$ cat config.mk
export PLATFORM = sky130hd
export DESIGN_NAME = mips_dmem_dump_flat
export DESIGN_NICKNAME = d
export VERILOG_FILES = /design/src/rtl/mips_dmem_dump_if.sv /design/src/rtl/mips_dmem_dump.sv /design/src/flat_wrapper.sv
export SDC_FILE = /design/constraint.sdc
export NUM_CORES = 1
export LEC_CHECK = 0
export ABC_AREA = 0
export BUFFER_PORTS_ARGS = -buffer_cell sky130_fd_sc_hd__buf_4
export CORE_AREA = 2 2 103 105
export CTS_CLUSTER_SIZE = 12
export DETAILED_ROUTE_END_ITERATION = 10
export DIE_AREA = 0 0 105 107
export PLACE_DENSITY_LB_ADDON = 0.2
export SETUP_SLACK_MARGIN = 0.02
export SYNTH_ARGS = -nofsm -noshare
export SYNTH_HDL_FRONTEND = slang
export SYNTH_SLANG_ARGS = --single-unit
$ cat constraint.sdc
create_clock -name clk1 -period 1.5 [get_ports clk1]
set_input_delay 0.225 -clock clk1 [delete_from_list [all_inputs] [get_ports clk1]]
set_output_delay 0.225 -clock clk1 [all_outputs]
set_load 0.01 [all_outputs]
$ cat src/rtl/mips_dmem_dump_if.sv
// Memory read port plus beat stream of the data-memory dump engine.
// master = dump engine, slave = memory/sink side.
interface mips_dmem_dump_if #(
  parameter int DATA_W = 64,
  parameter int ADDR_W = 10
);
  logic              mem_rd_en;
  logic [ADDR_W-1:0] mem_addr;
  logic [DATA_W-1:0] mem_rdata;
  logic              out_valid;
  logic              out_ready;
  logic [DATA_W-1:0] out_data;
  logic [ADDR_W-1:0] out_addr;
  logic              out_last;

  modport master (
    output mem_rd_en, mem_addr, out_valid, out_data, out_addr, out_last,
    input  mem_rdata, out_ready
  );
  modport slave (
    input  mem_rd_en, mem_addr, out_valid, out_data, out_addr, out_last,
    output mem_rdata, out_ready
  );
endinterface

$ cat src/rtl/mips_dmem_dump.sv
// Debug readback of a contiguous DATA_MEMORY range once the core halts;
// one word per RD/LATCH/SEND round trip, streamed with its address.
module mips_dmem_dump #(
  parameter int DATA_W = 64,
  parameter int ADDR_W = 10
) (
  input  logic              clk1,
  input  logic              reset,
  input  logic              start,
  input  logic [ADDR_W-1:0] base_addr,
  input  logic [ADDR_W:0]   count,
  input  logic              halted_i,
  mips_dmem_dump_if.master  bus,
  output logic              busy,
  output logic              done,
  output logic              aborted
);
  typedef enum logic [2:0] {
    S_IDLE, S_WAIT_HALT, S_RD, S_LATCH, S_SEND, S_FIN
  } state_e;

  state_e            state_q, state_d;
  logic [ADDR_W-1:0] ptr_q, ptr_d;
  logic [ADDR_W:0]   rem_q, rem_d;
  logic [DATA_W-1:0] data_q, data_d;
  logic [ADDR_W-1:0] addr_q, addr_d;
  logic              last_q, last_d;
  logic              abort_q, abort_d;

  always_ff @(posedge clk1) begin
    if (reset) begin
      state_q <= S_IDLE;
      ptr_q   <= '0;
      rem_q   <= '0;
      data_q  <= '0;
      addr_q  <= '0;
      last_q  <= 1'b0;
      abort_q <= 1'b0;
    end else begin
      state_q <= state_d;
      ptr_q   <= ptr_d;
      rem_q   <= rem_d;
      data_q  <= data_d;
      addr_q  <= addr_d;
      last_q  <= last_d;
      abort_q <= abort_d;
    end
  end

  always_comb begin
    state_d       = state_q;
    ptr_d         = ptr_q;
    rem_d         = rem_q;
    data_d        = data_q;
    addr_d        = addr_q;
    last_d        = last_q;
    abort_d       = abort_q;
    bus.mem_rd_en = 1'b0;
    bus.mem_addr  = '0;
    bus.out_valid = 1'b0;
    case (state_q)
      S_IDLE: begin
        abort_d = 1'b0;
        if (start) begin
          ptr_d = base_addr;
          rem_d = count;
          if (count == '0)   state_d = S_FIN;
          else if (halted_i) state_d = S_RD;
          else               state_d = S_WAIT_HALT;
        end
      end
      S_WAIT_HALT: if (halted_i) state_d = S_RD;
      S_RD: begin
        // Core resumed between beats: stop without touching memory.
        if (halted_i) begin
          bus.mem_rd_en = 1'b1;
          bus.mem_addr  = ptr_q;
          state_d       = S_LATCH;
        end else begin
          abort_d = 1'b1;
          state_d = S_FIN;
        end
      end
      S_LATCH: begin
        data_d  = bus.mem_rdata;
        addr_d  = ptr_q;
        last_d  = (rem_q == (ADDR_W+1)'(1));
        state_d = S_SEND;
      end
      S_SEND: begin
        bus.out_valid = 1'b1;
        if (bus.out_ready) begin
          ptr_d   = ptr_q + 1'b1;
          rem_d   = rem_q - 1'b1;
          state_d = last_q ? S_FIN : S_RD;
        end
      end
      S_FIN:   state_d = S_IDLE;
      default: state_d = S_IDLE;
    endcase
  end

  assign bus.out_data = data_q;
  assign bus.out_addr = addr_q;
  assign bus.out_last = last_q;
  assign busy         = (state_q != S_IDLE);
  assign done         = (state_q == S_FIN);
  assign aborted      = done && abort_q;
endmodule

$ cat src/flat_wrapper.sv
// flat-port wrapper written by rule: the top's interface ports become plain ports
module mips_dmem_dump_flat 
#(
  parameter int DATA_W = 64,
  parameter int ADDR_W = 10
)
  (clk1, reset, start, base_addr, count, halted_i, busy, done, aborted, bus_mem_rd_en, bus_mem_addr, bus_out_valid, bus_out_data, bus_out_addr, bus_out_last, bus_mem_rdata, bus_out_ready);
  mips_dmem_dump_if #(.DATA_W(DATA_W), .ADDR_W(ADDR_W)) bus_i ();
  input  logic clk1;
  input  logic reset;
  input  logic start;
  input  logic [ADDR_W-1:0] base_addr;
  input  logic [ADDR_W:0] count;
  input  logic halted_i;
  output logic busy;
  output logic done;
  output logic aborted;
  output wire logic [$bits(bus_i.mem_rd_en)-1:0] bus_mem_rd_en;
  output wire logic [$bits(bus_i.mem_addr)-1:0] bus_mem_addr;
  output wire logic [$bits(bus_i.out_valid)-1:0] bus_out_valid;
  output wire logic [$bits(bus_i.out_data)-1:0] bus_out_data;
  output wire logic [$bits(bus_i.out_addr)-1:0] bus_out_addr;
  output wire logic [$bits(bus_i.out_last)-1:0] bus_out_last;
  input wire logic [$bits(bus_i.mem_rdata)-1:0] bus_mem_rdata;
  input wire logic [$bits(bus_i.out_ready)-1:0] bus_out_ready;
  assign bus_mem_rd_en = bus_i.mem_rd_en;
  assign bus_mem_addr = bus_i.mem_addr;
  assign bus_out_valid = bus_i.out_valid;
  assign bus_out_data = bus_i.out_data;
  assign bus_out_addr = bus_i.out_addr;
  assign bus_out_last = bus_i.out_last;
  assign bus_i.mem_rdata = bus_mem_rdata;
  assign bus_i.out_ready = bus_out_ready;
  mips_dmem_dump #(.DATA_W(DATA_W), .ADDR_W(ADDR_W)) u_core (.clk1(clk1), .reset(reset), .start(start), .base_addr(base_addr), .count(count), .halted_i(halted_i), .bus(bus_i), .busy(busy), .done(done), .aborted(aborted));
endmodule
; ---- After elaboration in Yosys (flattened, before gate mapping)
; Cells that the tools add are included.
[word_totals]
register_bits = 100
in_bits = 90
output_inout_bits = 90
wordCells = 49
[classes]
addsub = 2
n_eq_ne = 10
mux = 21
n_reduce_logical = 9
[ops]
columns = operator, n
row1 = $mux W10, 4
row2 = $mux W11, 2
row3 = $pmux W11 S2, 1
row4 = $pmux W10 S2, 1
row5 = $mux W3, 6
row6 = $pmux W3 S5, 1
row7 = $eq A11 B1 Y1 const B, 1
row8 = $logic_not A11 Y1, 1
row9 = $sub A11 B1 Y11 const B, 1
row10 = $add A10 B1 Y10 const B, 1
row11 = $ne A2 B2 Y1 const B, 4
row12 = $eq A3 B2 Y1 const B, 2
row13 = $eq A3 B3 Y1 const B, 2
row14 = $reduce_and A3 Y1, 2
row15 = $mux W1, 4
row16 = $reduce_bool A2 Y1, 2
row17 = $eq A3 B1 Y1 const B, 1
row18 = $logic_not A3 Y1, 1
row19 = $reduce_bool A3 Y1, 1
row20 = $mux W2, 1
row21 = $pmux W1 S2, 1
row22 = $reduce_and A2 Y1, 1
row23 = $logic_and A1 B1 Y1, 1

; ---- Depth between registers and ports, before layout
; Gate-level depths: netlist of run 1.
[logic_depth]
ltp_word = 4
mapped_depth = 8
mapped_depth_nobuf = 6

; ---- Least setup slack after synthesis of run 1
; Ideal clock, no wire load.
[synth_timing]
kind = register -> register
from = register u_core.rem_q[0]
to = register u_core.rem_q[5]
setup_time_ps = 135
arrival_time_ps = 1488
required_ps = 1365
setup_slack_ps = -124
stages_incl_launch_ff = 5
path_buffers = 0
synth_period_minus_slack_ps = 1624
path_cell_list = dfxtp_1 > or4_1 > or2_2 > o32ai_1 > a211oi_1
[synth_via]
elab_chain_len = 3
[synth_rtl]
columns = item, line
row1 = start: declaration, mips_dmem_dump.sv:24  ; logic [ADDR_W:0] rem_q, rem_d;
row2 = start signal: assignment, mips_dmem_dump.sv:42  ; rem_q <= rem_d;
row3 = $sub A11 B1 Y11, mips_dmem_dump.sv:94  ; rem_d = rem_q - 1'b1;
row4 = $mux W11, mips_dmem_dump.sv:92  ; if (bus.out_ready) begin
row5 = $pmux W11 S2, mips_dmem_dump.sv:61  ; case (state_q)
; No other way between the ends. The select of a mux whose other input is x is not followed.
; A chain may end at the register's enable or synchronous reset.

; ---- Final worst setup path of run 1
[layout_timing]
from = register u_core.state_q[2]
to = register u_core.ptr_q[9]
[layout_via]
elab_chain_len = 3
elab_cells_between_ends = 7
classes_between = eq/ne: 3 / mux: 1 / reduce/logical: 3
[layout_rtl]
columns = item, line
row1 = start: declaration, mips_dmem_dump.sv:22  ; state_e state_q, state_d;
row2 = start signal: assignment, mips_dmem_dump.sv:40  ; state_q <= state_d;
row3 = $eq A3 B3 Y1 or $logic_not A3 Y1 (tied branches), mips_dmem_dump.sv:61
row4 = $ne A2 B2 Y1 (no line) or $reduce_bool A2 Y1 (tied branches), n/a
row5 = $reduce_and A3 Y1 (no line), n/a
row6 = end signal: assignment, mips_dmem_dump.sv:41  ; ptr_q <= ptr_d;
row7 = end: declaration, mips_dmem_dump.sv:23  ; logic [ADDR_W-1:0] ptr_q, ptr_d;
; Parallel ways exist; a longest one is shown, timed or not.

==> reports/qor.yml, run 1 <==
highest_layer: "met4"
maxSlewHeadroom: 0.626
wl_mm: 19.2
first_pass_iters: 5
syn_inst: 547
min-delay-start: "bus_mem_rdata[29]"
rows: 37
tightest_slew_ns: 0.560
final_common_cell: "buf_4"
path_clk_slew_ns: 0.10
gr-total-overflow: 0
arrival_ns: 2.04
ys_seq_area_frac: 0.473
clock_latency_ns: 0.37
hold_class: "input port to register"
gp_congestion: 0.842
drv_slew: 0
status: "finished, violations left"
fin_crit_sh: 1.19
r2r_start: "u_core.state_q[2]$_SDFFE_PP0P_"
setup_slack_ns: -0.284
detail-route-antenna-nets: 0
die_y_um: 107
fillCellCount: 606
finalHoldViolCount: 0
root_buffer: "clkbuf_8"
finalPower_mw: 7.32
final.setup_skew_ns: 0.0123
leakagePower_nw: 3.73
yosys_warnings: 0
vias: 5320
met1_length_mm: 7.36
wl_per_cell_um: 20.3
cp-end-kind: "register"
grt_usage: 0.237
core-area_mm2: 0.0101
rsz0062_at_grt: "true"
drt_iter0_drc: 346
area_growth_syn_to_layout_pct: 97.3
grt_pass1_wl_mm: 21.7
drive_gt1_frac: 0.645
grt_max_degree: 43
portBuffers: 179
syn-cell-area_mm2: 0.00423
post-dp-hpwl_mm: 9.13
cts_tree: "done"
dieArea_mm2: 0.0112
syn_avg_cell_area_um2: 7.74
layout_common_cells: "buf_4, dfxtp_1, nand2_1"
clock_sinks: 100
num_antenna_cells: 0
max_freq_mhz: 560
cts_buffers: 9
crit_path_max_fanout: 5
grt_pass1_vias: 4571
drc: 0
die_w_um: 105
wl_met2_mm: 9.84
num_io_pins: 180
synth_cell_types: 46
maxCapViolCount: 0
min_period_ns: 1.78
start_util: 0.419
clk_path_buf_depth: 2
antenna_found_initial: 0
critPathLaunchType: "register"
h-tree-depth: 3
synth_seq_cells: 100
cp-startpoint: "u_core.state_q[2]$_SDFFE_PP0P_"
powerDensity_mw_per_mm2: 877
worst_hold_slack_ns: 0.0878
crit_required_ns: 1.75
setup_viol: 108
cts_hold_buf: 0
violations: "negative setup slack"
met3WireLength_mm: 1.10
crit_type: "register to register"
via_per_inst: 5.64
final_nets: 896
synth_nets: 640
peakVddDrop_mv: 0.508
## cell families (layout without fill, tap and decap cells)
| logic type | after synthesis | in the layout | synth area share |
|---|---|---|---|
| AND/OR/NAND/NOR | 238 | 239 | 0.248 |
| flip-flops | 100 | 100 | 0.473 |
| multiplexers | 1 | 1 | 0.00266 |
| adder cells (fa/ha/maj) | 3 | 3 | 0.00887 |
| AO/OA/AOI/OAI | 151 | 151 | 0.211 |
| buffers and inverters | 54 | 314 | 0.0565 |
## state kept, by name, indices dropped and copies added, names as in the netlist
register and count:
u_core.abort_q 1, u_core.state_q 3, u_core.bus.out_data 64, u_core.bus.out_last 1, u_core.ptr_q 10, u_core.rem_q 11, u_core.bus.out_addr 10
## power breakdown
part	internal [mW]	switching (mW)	leakage, nW	total, mW
Clock	0.671	1.00	0.0881	1.67
Combinational	1.36	1.33	2.83	2.69
Sequential	2.82	0.139	0.813	2.96
Total	4.85	2.47	3.73	7.32
## worst max-delay path: stages (launching register included)
cell	delay (ns)
dfxtp_4	0.38
or3b_4	0.43
clkinv_4	0.09
buf_6	0.12
nor2_1	0.05
a31o_2	0.24
a221oi_2	0.36
## synth_stat cells, drive strengths merged
| cell type | number | share of area |
|---|---|---|
| a221oi | 4 | 0.0083 |
| or2 | 1 | 0.0015 |
| and2 | 7 | 0.010 |
| nor3 | 10 | 0.012 |
| or4 | 5 | 0.0089 |
| nor3b | 4 | 0.0071 |
| o21bai | 1 | 0.0018 |
| a21o | 1 | 0.0018 |
| dfxtp | 100 | 0.47 |
| mux2 | 1 | 0.0027 |
| nor4 | 4 | 0.0059 |
| o32ai | 6 | 0.012 |
| ha | 3 | 0.0089 |
| a31o | 3 | 0.0062 |
| o22ai | 2 | 0.0030 |
| nor4b | 1 | 0.0021 |
| o41ai | 1 | 0.0038 |
| and4 | 1 | 0.0021 |
| buf | 17 | 0.024 |
| nor2 | 13 | 0.012 |
| or3b | 2 | 0.0047 |
| a21oi | 98 | 0.12 |
| nand3 | 7 | 0.0083 |
| a211oi | 5 | 0.010 |
| nand2 | 163 | 0.14 |
| o21ai | 15 | 0.018 |
| o211ai | 1 | 0.0018 |
| a41o | 1 | 0.0024 |
| a2bb2oi | 2 | 0.0041 |
| o21a | 1 | 0.0018 |
| clkbuf | 25 | 0.022 |
| nand4 | 1 | 0.0015 |
| a211o | 1 | 0.0021 |
| nand2b | 5 | 0.0074 |
| nor2b | 3 | 0.0044 |
| and3 | 11 | 0.016 |
| a311oi | 4 | 0.0083 |
| o22a | 1 | 0.0021 |
| inv | 12 | 0.011 |
| o31ai | 4 | 0.0071 |
## per-stage QoR
step / setup TNS, ns / setup slack, ns / area [um^2] / std cells / util
floorplan: -0.328 / -0.0783 / 4280 / 547 / -
global placement: -0.884 / -0.121 / 5990 / 864 / 0.593
detailed placement: -2.03 / -0.176 / 5990 / 864 / 0.593
CTS: -3.55 / -0.201 / 6740 / 910 / 0.668
global route: -19.65 / -0.293 / 8350 / 944 / 0.827
finish: -15.54 / -0.284 / 8350 / 944 / 0.827
## area by class of cell
type                            instances  area, um^2  share of cell area
Timing Repair Buffer                  286        2800               0.336
Tap cell                              136         170              0.0204
Clock buffer                           11         141              0.0169
Clock inverter                          5        43.8             0.00525
Sequential cell                       100        2010               0.241
Multi-Input combinational cell        394        3130               0.375
Inverter                               12        50.0             0.00600
## worst paths after layout
check / endpoint / slack [ns] / depth (start not counted)
setup / recovery: u_core.ptr_q[9]$_SDFFE_PP0P_ / -0.28 / 6
hold / removal: u_core.bus.out_data[29]$_SDFFE_PP0N_ / 0.09 / 3
setup reg to reg: u_core.ptr_q[9]$_SDFFE_PP0P_ / -0.28 / 6
hold reg to reg: u_core.bus.out_addr[6]$_SDFFE_PP0N_ / 0.46 / 2
## layer usage
metal / global-route usage / vias to the layer above
met5: 0 / -
met4: 0.0867 / 0
met3: 0.0444 / 70
met2: 0.425 / 270
met1: 0.283 / 2589
li1: - / 2391
## repair_timing
action / in CTS / in global routing
setup endpoints to repair: 98 / 111
gates resized for setup: 77 / 290
gates cloned: 7 / 20
pin swaps: 27 / 142
setup buffers: 24 / 22
Power figures use the tool's default switching activity.
==> inputs of run 2 (changes only) <==
--- a/config.mk
+++ b/config.mk
@@ -11,7 +11,7 @@
 export CTS_CLUSTER_SIZE = 12
 export DETAILED_ROUTE_END_ITERATION = 10
 export DIE_AREA = 0 0 105 107
-export PLACE_DENSITY_LB_ADDON = 0.2
+export PLACE_DENSITY = 0.79
 export SETUP_SLACK_MARGIN = 0.02
 export SYNTH_ARGS = -nofsm -noshare
 export SYNTH_HDL_FRONTEND = slang
==> run 2 against run 1 <==
  * The flow still finishes with violations (negative setup slack)
  * Sequential power barely moved
  * Clock power hardly changed
  * Routed wire length fell by 18%
  * First-iteration DRC count increased by 15%
  * Critical path type unchanged
  * Critical endpoint is now u_core.rem_q[7]$_SDFFE_PP0P_
  * Highest routed layer unchanged
==> reports/qor.yml, run 2 (synthesized netlist as in run 1, its figures left out) <==
min-delay-start: "bus_out_ready"
final_cells: 917  # -2.9%
dieArea_mm2: 0.0112  # unchanged
clock_sinks: 100  # unchanged
finalHoldViolCount: 0  # unchanged
grt_pass1_vias: 4442  # -2.8%
crit_buf_inv: 0  # -2
detail-route-antenna-nets: 0  # unchanged
crit_required_ns: 1.74  # about the same
first_pass_iters: 5  # unchanged
clk_path_buf_depth: 2  # unchanged
die_y_um: 107  # unchanged
cts_buffers: 9  # unchanged
rsz0062_at_grt: "true"
final_nets: 869  # -3.0%
multiInputGateArea_mm2: 0.00241  # -23%
slowest_delay_ns: 0.56  # +0.13 ns
gr-total-overflow: 0  # unchanged
core-area_mm2: 0.0101  # unchanged
die_w_um: 105  # unchanged
status: "finished, violations left"
max_freq_mhz: 597  # +6.5%
final_common_cell: "buf_4"
setup_slack_ns: -0.176  # +0.108 ns
regArea_mm2: 0.00201  # about the same
maxSlewHeadroom: 0.667  # +0.0400
slowest_stage: "or4_4"
portBuffers: 179  # unchanged
wl_mm: 15.7  # -18%
drt_iter0_drc: 398  # +15%
hold_depth: 2  # -1
hold_class: "input port to register"
leakagePower_nw: 2.98  # -20%
cp-startpoint: "u_core.rem_q[2]$_SDFFE_PP0P_"
largest_reg_flops: 64  # unchanged
peakVddDrop_mv: 0.575  # +13%
path_common_cell: "or4_4"
num_io_pins: 180  # unchanged
drive_gt1_frac: 0.480  # -0.165
tightest_slew_ns: 0.493  # -0.0670 ns
dp_cells: 861  # -0.35%
antenna_found_initial: 0  # unchanged
via_per_inst: 5.42  # -3.8%
root_buffer: "clkbuf_8"
utilization: 0.716  # -0.111
violations: "negative setup slack"
drc: 0  # unchanged
layout_common_cells: "buf_4, nand2_1, dfxtp_1"
r2r-end: "u_core.rem_q[7]$_SDFFE_PP0P_"
h-tree-depth: 3  # unchanged
gp_congestion: 0.872  # +3.6%
wl_per_cell_um: 17.2  # -16%
crit_chain: "or4_4 > or4_4 > a21oi_2 > o32ai_1"
fillCellCount: 777  # +28%
powerDensity_mw_per_mm2: 924  # +5.4%
critPathLaunchType: "register"
crit_path_max_fanout: 4  # -1
cp_top_family: "simple AND/OR/NAND/NOR gates"
rows: 37  # unchanged
reg2reg_depth: 4  # -2
setup_viol: 102  # -5.6%
crit_type: "register to register"
reg2reg_slack_ns: -0.18  # +0.11 ns
cts_tree: "done"
grt_pass1_wl_mm: 22.1  # +1.5%
area_growth_syn_to_layout_pct: 70.8
path_clk_slew_ns: 0.10  # about the same
r2r_start: "u_core.rem_q[2]$_SDFFE_PP0P_"
cts_hold_buf: 0  # unchanged
final.setup_skew_ns: 0.00912  # -0.00318 ns
arrival_ns: 1.91  # -0.13 ns
maxCapViolCount: 0  # unchanged
cp-end-kind: "register"
fin_crit_sh: 1.12  # -0.0721
vias: 4969  # -6.6%
grt_max_degree: 75  # +74%
grt_usage: 0.243  # +0.00543
whs_endpoint: "u_core.state_q[2]$_SDFFE_PP0P_"
drv_slew: 0  # unchanged
post-dp-hpwl_mm: 9.26  # +1.5%
start_util: 0.419  # unchanged
num_antenna_cells: 0  # unchanged
clock_latency_ns: 0.36  # about the same
min_period_ns: 1.68  # -0.108 ns
[run 2: where the power goes]
group	switching, mW	total (mW)	leakage, nW	internal (mW)
Sequential	0.132	2.95	0.813	2.82
Combinational	0.994	2.07	2.07	1.08
Clock	0.984	1.66	0.0920	0.675
Total	2.11	6.68	2.98	4.57
[run 2: routing by layer]
layer	track usage	wire, um
met5	0	0
met4	0.0943	451
met3	0.0474	1010
met2	0.435	8100
met1	0.286	6170
[run 2: metrics by stage]
stage               hold WS, ns  setup slack (ns)  instance area (um^2)  setup TNS, ns  total power, mW
floorplan                 0.345           -0.0783                  4280         -0.328             3.76
global placement          0.443            -0.112                  5970         -0.846             4.38
detailed placement        0.447            -0.137                  5970          -1.85             4.43
CTS                      0.0491            -0.166                  6650          -3.65             6.37
global route             0.0731            -0.225                  7230         -16.62             6.99
finish                   0.0690            -0.176                  7230         -10.07             6.68
[run 2: final cells by class]
class | count | area share
Inverter | 12 | 0.00692
Timing Repair Buffer | 260 | 0.333
Tap cell | 136 | 0.0235
Multi-Input combinational cell | 393 | 0.333
Sequential cell | 100 | 0.278
Clock buffer | 11 | 0.0196
Clock inverter | 5 | 0.00623
[run 2: worst max path at each step]
stage / slack [ns] / to / depth (start not counted)
after floorplan: -0.08 / u_core.rem_q[7]$_SDFFE_PP0P_ / 4
after global routing: -0.22 / u_core.bus.out_data[55]$_SDFFE_PP0N_ / 9
final: -0.18 / u_core.rem_q[7]$_SDFFE_PP0P_ / 4
after global placement: -0.11 / u_core.rem_q[7]$_SDFFE_PP0P_ / 4
after CTS: -0.17 / u_core.rem_q[7]$_SDFFE_PP0P_ / 4
after detailed placement: -0.14 / u_core.rem_q[6]$_SDFFE_PP0P_ / 6
[run 2: repair_timing]
action / 4_1_cts / 5_1_grt
endpoints found under the setup margin: 99 / 107
buffers inserted: 15 / 12
endpoints found under the hold margin: 0 / 0
pin swaps: 25 / 20
cloned: 9 / 7
gates resized for setup: 64 / 90
